==> src/rtl/cache_access_sequencer.sv <==
`default_nettype none
// ============================================================================
// Module   : cache_access_sequencer
// Purpose  : Upstream read-request generator for the direct-mapped data
//            cache. Issues ACCESS_COUNT sequential word reads from
//            START_ADDR, one outstanding at a time, counts hits, then
//            computes hit_rate = floor(hit_count*100/ACCESS_COUNT) with a
//            serial restoring divider and raises done.
// Ports    : clk          - clock, rising edge
//            rst          - asynchronous reset, active-low
//            cache_ready  - cache finished the current read
//            cache_hit    - hit flag, qualified by cache_ready
//            cache_read   - one-cycle read request pulse
//            cache_write  - constant 0 (read-only workload)
//            address      - word address, stable from request to ready
//            hit_count    - hits counted so far
//            hit_rate     - percent 0..100, valid when done=1
//            done         - run finished, held until reset
// Revision : 1.0 - initial release
// ============================================================================
module cache_access_sequencer #(
  parameter int ADDR_WIDTH   = 15,
  parameter int START_ADDR   = 1024,
  parameter int ACCESS_COUNT = 8192,
  parameter int CNT_WIDTH    = 14
) (
  input  logic                  clk,
  input  logic                  rst,
  input  logic                  cache_ready,
  input  logic                  cache_hit,
  output logic                  cache_read,
  output logic                  cache_write,
  output logic [ADDR_WIDTH-1:0] address,
  output logic [CNT_WIDTH-1:0]  hit_count,
  output logic [6:0]            hit_rate,
  output logic                  done
);

  localparam int NUM_W = CNT_WIDTH + 7;
  localparam int BIT_W = $clog2(NUM_W + 1);

  localparam logic [2:0] S_IDLE  = 3'd0;
  localparam logic [2:0] S_ISSUE = 3'd1;
  localparam logic [2:0] S_WAIT  = 3'd2;
  localparam logic [2:0] S_MUL   = 3'd3;
  localparam logic [2:0] S_DIV   = 3'd4;
  localparam logic [2:0] S_DONE  = 3'd5;

  localparam logic [CNT_WIDTH:0]    DIVISOR   = (CNT_WIDTH+1)'(ACCESS_COUNT);
  localparam logic [BIT_W-1:0]      LAST_BIT  = BIT_W'(NUM_W - 1);
  localparam logic [ADDR_WIDTH-1:0] ADDR_INIT = ADDR_WIDTH'(START_ADDR);

  logic [2:0]            state_q, state_d;
  logic [ADDR_WIDTH-1:0] addr_q, addr_d;
  logic [CNT_WIDTH-1:0]  acc_q, acc_d;
  logic [CNT_WIDTH-1:0]  hit_q, hit_d;
  logic [NUM_W-1:0]      num_q, num_d;   // dividend, shifts into quotient
  logic [CNT_WIDTH-1:0]  rem_q, rem_d;
  logic [BIT_W-1:0]      bit_q, bit_d;
  logic [6:0]            rate_q, rate_d;

  logic [CNT_WIDTH:0]    w_acc_inc;
  logic                  w_last;
  logic [CNT_WIDTH:0]    w_trial;
  logic                  w_ge;
  logic [CNT_WIDTH-1:0]  w_trial_sub;
  logic [NUM_W-1:0]      w_num_shift;

  assign w_acc_inc = {1'b0, acc_q} + 1'b1;
  assign w_last    = (w_acc_inc == DIVISOR);

  // One restoring step: bring the next dividend bit into the remainder and
  // subtract the divisor when it fits. Only the low CNT_WIDTH bits of the
  // difference are needed since the remainder always stays below DIVISOR.
  assign w_trial     = {rem_q, num_q[NUM_W-1]};
  assign w_ge        = (w_trial >= DIVISOR);
  assign w_trial_sub = w_trial[CNT_WIDTH-1:0] - DIVISOR[CNT_WIDTH-1:0];
  assign w_num_shift = {num_q[NUM_W-2:0], w_ge};

  // State register
  always_ff @(posedge clk or negedge rst) begin
    if (!rst) state_q <= S_IDLE;
    else      state_q <= state_d;
  end

  // Next-state logic; cache_ready only matters in WAIT
  always_comb begin
    state_d = state_q;
    case (state_q)
      S_IDLE:  state_d = S_ISSUE;
      S_ISSUE: state_d = S_WAIT;
      S_WAIT:  if (cache_ready) state_d = w_last ? S_MUL : S_ISSUE;
      S_MUL:   state_d = S_DIV;
      S_DIV:   if (bit_q == LAST_BIT) state_d = S_DONE;
      S_DONE:  state_d = S_DONE;
      default: state_d = S_IDLE;
    endcase
  end

  // Output logic
  always_comb begin
    cache_read  = (state_q == S_ISSUE);
    cache_write = 1'b0;
    done        = (state_q == S_DONE);
  end

  assign address   = addr_q;
  assign hit_count = hit_q;
  assign hit_rate  = rate_q;

  // Datapath next-state
  always_comb begin
    addr_d = addr_q;
    acc_d  = acc_q;
    hit_d  = hit_q;
    num_d  = num_q;
    rem_d  = rem_q;
    bit_d  = bit_q;
    rate_d = rate_q;
    case (state_q)
      S_WAIT: begin
        if (cache_ready) begin
          acc_d = w_acc_inc[CNT_WIDTH-1:0];
          hit_d = hit_q + CNT_WIDTH'(cache_hit);
          if (!w_last) addr_d = addr_q + 1'b1;
        end
      end
      S_MUL: begin
        num_d = NUM_W'(hit_q) * NUM_W'(100);
        rem_d = '0;
        bit_d = '0;
      end
      S_DIV: begin
        num_d = w_num_shift;
        rem_d = w_ge ? w_trial_sub : w_trial[CNT_WIDTH-1:0];
        bit_d = bit_q + 1'b1;
        if (bit_q == LAST_BIT) rate_d = w_num_shift[6:0];
      end
      default: ;
    endcase
  end

  // Datapath registers
  always_ff @(posedge clk or negedge rst) begin
    if (!rst) begin
      addr_q <= ADDR_INIT;
      acc_q  <= '0;
      hit_q  <= '0;
      num_q  <= '0;
      rem_q  <= '0;
      bit_q  <= '0;
      rate_q <= '0;
    end else begin
      addr_q <= addr_d;
      acc_q  <= acc_d;
      hit_q  <= hit_d;
      num_q  <= num_d;
      rem_q  <= rem_d;
      bit_q  <= bit_d;
      rate_q <= rate_d;
    end
  end

endmodule
`default_nettype wire

==> config.mk <==
export PLATFORM = sky130hd
export DESIGN_NAME = cache_access_sequencer
export DESIGN_NICKNAME = d
export VERILOG_FILES = /design/src/rtl/cache_access_sequencer.sv
export SDC_FILE = /design/constraint.sdc
export NUM_CORES = 1
export LEC_CHECK = 0
export ABC_AREA = 1
export ABC_CLOCK_PERIOD_IN_PS = 2500
export CORE_MARGIN = 2
export CORE_UTILIZATION = 45
export CTS_BUF_LIST = sky130_fd_sc_hd__clkbuf_4
export CTS_CLUSTER_DIAMETER = 120
export DETAILED_ROUTE_END_ITERATION = 10
export HOLD_SLACK_MARGIN = 0.12
export PLACE_DENSITY = 0.66
export SLEW_MARGIN = 25
export SYNTH_ARGS = -nofsm -noshare
export SYNTH_HDL_FRONTEND = slang
export SYNTH_SLANG_ARGS = --single-unit
==> constraint.sdc <==
create_clock -name clk -period 2.5 [get_ports clk]
set_input_delay 0.375 -clock clk [delete_from_list [all_inputs] [get_ports clk]]
set_output_delay 0.375 -clock clk [all_outputs]
set_load 0.005 [all_outputs]
# --- Word-level counts from Yosys, hierarchy flattened ---
# Index checks and enable logic that the tools add are counted.
# W data, S select, Z words.
totals:
  ff_bits: 93
  latch_bits: 0
  mem_bits_rw: 0
  rom_bits: 0
  inputBits: 4
  elab_cells: 39
  n_memories: 0
classes:
  add_sub_neg: 5
  multipliers: 1
  div_mod_pow: 0
  n_lt_le_gt_ge: 1
  n_eq_ne: 9
  shifts: 0
  n_mux: 8
  bitwise_logic: 1
  reduce_logical: 6
ops:
  columns: ["operator", "n"]
  rows:
  - ["$pmux W21 S2", 1]
  - ["$pmux W14 S2", 1]
  - ["$mul A14 B5 Y19 const B", 1]
  - ["$pmux W3 S6", 1]
  - ["$add A14 B1 Y15 const B", 1]
  - ["$add A15 B1 Y15 const B", 1]
  - ["$eq A15 B14 Y1 const B", 1]
  - ["$ge A15 B14 Y1 const B", 1]
  - ["$add A14 B1 Y14", 1]
  - ["$mux W14", 1]
  - ["$sub A14 B14 Y14 const B", 1]
  - ["$pmux W5 S2", 1]
  - ["$eq A3 B2 Y1 const B", 2]
  - ["$eq A3 B3 Y1 const B", 2]
  - ["$mux W3", 2]
  - ["$reduce_and A2 Y1", 3]
  - ["$add A5 B1 Y5 const B", 1]
  - ["$eq A5 B5 Y1 const B", 1]
  - ["$ne A2 B2 Y1 const B", 2]
  - ["$eq A3 B1 Y1 const B", 1]
  - ["$logic_not A3 Y1", 1]
  - ["$reduce_and A3 Y1", 1]
  - ["$mux W2", 1]
  - ["$reduce_bool A2 Y1", 1]
  - ["$not A1 Y1", 1]

# --- Depth between registers and ports, before layout ---
depth:
  word_depth: 5
  depth_mapped: 15

# --- Worst setup path before layout ---
# No wires, ideal clock.
synth_timing:
  path_kind: "flip-flop to flip-flop"
  start: "register hit_q[3] (netlist: hit_count[3])"
  end: "register num_q[16]"
  setup_ns: 0.078
  t_arrival_ns: 2.716
  required_ns: 2.422
  slack_ns: -0.294
  path_stages_with_launch: 16
  path_cell_list: "dfrtp_1 ha_1 ha_1 inv_1 fa_1 inv_1 ha_1 a21oi_1 nand2_1 a21boi_1 inv_2 nand2_1 nand2_1 nand2_1 nand2_1 o21bai_1"
synth_between:
  elab_chain_cells: 2
synth_rtl:
  columns: ["item", "line", "text"]
  rows:
  - ["start, declared", "56", "logic [CNT_WIDTH-1:0] hit_q, hit_d;"]
  - ["start signal, assigned", "156", "hit_q <= hit_d;"]
  - ["$mul A14 B5 Y19", "129", "num_d = NUM_W'(hit_q) * NUM_W'(100);"]
  - ["$pmux W21 S2", "120", "case (state_q)"]
  - ["end signal, assigned", "157", "num_q <= num_d;"]
  - ["end, declared", "57", "logic [NUM_W-1:0] num_q, num_d;"]
# Every way passes these cells.
# A chain may end at the register's enable or synchronous reset.

# --- Worst setup path after layout ---
layout_timing:
  start: "register hit_q[3] (netlist: hit_count[3])"
  end: "register num_q[12]"
# The elaborated chain is that of the path after synthesis.

==> summary.txt <==
Worst setup path
  – CP max stage cell: fa_1
  – Crit. path cell count: 12
  – Worst EP arrival: slightly above 3 ns
  – Most common cell on crit path: ha_1
  – CP Class: reg -> reg
  – Max FO, Critical Path: 4
  – Critical path's top delay family: adder cells
  – CP endpoint: num_q[12]
  – Worst path cell trace: ha_1, ha_1, inv_1, fa_1, inv_2, ha_4, a21oi_2, nand2_2, a21boi_4, buf_4, xor2_2, o211ai_1
  – Crit. End Element: flip-flop
  – FF-to-FF path depth: 12
  – R2r setup slk: -0.22 ns
  – Reg-to-Reg End: num_q[12]
  – CP bufs+invs: 3
  – Max stage delay on crit path: around 0.49 ns
  – CP startpoint kind: flip-flop
  – Critical path startpoint: hit_count[3]
  – Required time of the critical path: approximately 2.9 ns
  – R2R Path Start: hit_count[3]

STA
  – Period minus WS final: about 2.7 ns
  – Endpoints failing setup: 11
  – Final hold violations: 0
  – Max-slew violation count: 0
  – Setup tns final: -2.07 ns
  – Max frequency: between 0.3 and 0.4 GHz
  – Final period util: 109%
  – Final worst slack: -0.223 ns
  – Clk_skew: ~0.025 ns
  – Fin Hold WS: around 0.31 ns
  – RSZ-0062 raised after global routing: true

Synth
  – Async SR Flop Fraction: 100%
  – Syn Area/Cell: between 8 and 9 um^2
  – Post-synth top area cell: dfrtp_1
  – Synth top area share: about two fifths
  – Cells after synthesis: about 700
  – Netlist cell types: 40
  – Synth top area cells: dfrtp_1 40%, ha_1 11%, nand2_1 11%
  – Syn Nets: ~770
  – Sequential share of the synthesized area: between 40% and 50%
  – Combined area of all synthesized cells: 5820 um^2
  – Post-synth EDFFs: 0
  – #FFs+latches synth: 93
  – Yosys warnings: 0
  – Main synth FF type: dfrtp_1

Global routing
  – Overflow after GRT: 0
  – Largest net degree at the start of global routing: 50
  – Initial antenna violation count: 0
  – Total global-route track usage: approximately a fifth
  – Vias in the first global route: roughly 4800
  – Global-route wire length before repair: between 20 and 25 mm

Cells and area
  – # diodes: 0
  – Area growth syn-to-layout: 26.1%
  – Final Util: between 50% and 60%
  – Commonest non-fill, non-tap cell in the layout: nand2_1
  – # nets final: between 800 and 900
  – Share of cells above drive strength 1: 20.3%
  – Number of fillers in the final layout: about 1100
  – Leading cell types in the layout, fill and taps excluded: 157 x nand2_1, 93 x inv_1, 87 x dfrtp_1

Routing
  – Routed Wire Length: between 10 and 15 mm
  – DR WL/cell: roughly 13 um
  – Total number of vias: approximately 4900
  – Antenna violation net count after detailed routing: 0
  – Vias/cell: approximately 5.0
  – DRC Markers: 0
  – 1st-iter DRT viols: a little over 300
  – DRT Pass-1 Iters: 4

Power and ir drop
  – Power Dens Cells: 740 nW/um^2
  – Leakage: 3.50 nW
  – Sequential group share of total power: approximately two fifths
  – Switching part of the total: approximately two fifths
  – Maximum vdd drop: around 0.29 mV
  – Clock share of power: 16.3%
  – Switch Pwr: around 0.0022 W
  – Total power: ~0.0054 W
  – Power Internal: approximately 0.0033 W
  – Logic pwr share: 45.0%

Floorplanning
  – # IOs: between 40 and 50
  – Initial Utilization: between 40 and 50%
  – Core area: 12600 um^2
  – Num rows: around 40
  – Die W: 118 um
  – Die Area: roughly 14000 um^2
  – Die Y: 118 um

Clock network
  – CTS Root Buffer Type: clkbuf_4
  – CTS Buffer Depth: 2
  – Clock sink count: 93
  – Worst-path clk slew: ~0.17 ns
  – CTS H-Tree Depth: 3
  – Worst-Skew Late Latency: between 0.4 and 0.5 ns
  – CTS buffer count: 9
  – CTS tree: done

Placement
  – Final Wtd Congestion: 0.910
  – IO Port Bufs: roughly 40
  – Dpl hpwl: between 9 and 10 mm

Outcome
  – Status: complete, but fails checks
  – Failing checks: setup timing

Flow run
  – MaxCap Viol Count: 0

Worst hold path
  – Min-Delay Path Class: in -> async
==> state kept, by name, summed over array words and instances, names as in the netlist <==
| name | cells |
|---|---|
| hit_count | 14 |
| hit_rate | 7 |
| acc_q | 14 |
| address | 15 |
| bit_q | 5 |
| state_q | 3 |
| num_q | 21 |
| rem_q | 14 |
==> Yosys cell counts, types with 2 or more instances <==
master      n
nand2_1   166
inv_1      98
dfrtp_1    92
ha_1       53
nand3_1    51
nor2_1     31
o21ai_1    31
a21oi_1    22
xor2_1     21
o22ai_1    16
xnor2_1    11
fa_1        9
nor2_2      9
inv_2       8
o21ai_0     8
nor3_1      7
o21bai_1    7
buf_2       6
nand4_1     6
o221ai_1    6
clkbuf_1    5
nand2_2     5
o211ai_1    5
nor2_4      4
a21o_1      3
clkinv_1    3
nand3b_1    3
nor4_1      3
buf_1       2
==> metrics by stage <==
stage | area, um^2 | std cells | setup WS (ns)
global placement | 6900 | 946 | -0.169
detailed placement | 6900 | 946 | -0.264
finish | 7340 | 970 | -0.223
global route | 7340 | 970 | -0.340
floorplan | 6000 | 702 | -0.126
CTS | 7180 | 968 | -0.221
==> how the worst min path moves through the flow <==
stage	from	endpoint	cells after the start
global route	rst	hit_count[3]	2
CTS	rst	hit_count[3]	2
global placement	rst	acc_q[7]	1
floorplan	rst	acc_q[0]	0
detailed placement	rst	acc_q[7]	1
finish	rst	hit_count[3]	2
==> worst reg2reg max path, delay by kind of cell, from the launching register on <==
kind / cells / cell delay [ns]
and+or+nand+nor: 1 / 0.10
adders and majority gates: 4 / 1.28
xor gates and xnor gates: 1 / 0.15
AOI/OAI and AO/OA: 3 / 0.40
buffers and inverters: 3 / 0.23
DFF: 1 / 0.44
==> power by group through the flow <==
stage	sequential, W	combinational [W]	clock [W]
after global placement	0.00212	0.00217	0
after detailed placement	0.00213	0.00223	0
after CTS	0.00210	0.00232	0.000925
final	0.00210	0.00244	0.000885
after global routing	0.00215	0.00274	0.000990
after floorplan	0.00209	0.00152	0
==> repair_timing <==
action	in CTS	in global routing
buffers inserted	5	2
pin swaps	14	7
hold buffers	1	0
setup endpoints to repair	11	12
hold endpoints to repair	62	0
gates resized for setup	20	24
==> per-layer routing <==
| layer | track usage [%] | wire (um) | vias to the layer above |
|---|---|---|---|
| met2 | 32.2 | 6260 | 71 |
| met4 | 8.06 | 282 | 0 |
| met1 | 24.2 | 5780 | 2310 |
| li1 | - | - | 2459 |
| met5 | 0 | 0 | - |
| met3 | 3.00 | 356 | 22 |
==> logic make-up after synthesis <==
logic type | after synthesis | share of synthesized area (%)
flops | 93 | 40.0
buf+inv | 124 | 8.32
compound gates | 100 | 10.1
xor+xnor | 32 | 4.82
simple gates | 290 | 22.2
fa+ha+maj | 62 | 14.5
other cells | 1 | 0.0645
==> final cells by class <==
class	instances	area [um^2]	share of cell area (%)
Sequential cell	93	2330	31.8
Clock inverter	6	71.3	0.972
Inverter	109	409	5.58
Clock buffer	10	75.1	1.02
Tap cell	172	215	2.93
Multi-Input combinational cell	485	3390	46.2
Timing Repair Buffer	95	840	11.4
No activity file was read; power rests on OpenSTA's default activity.
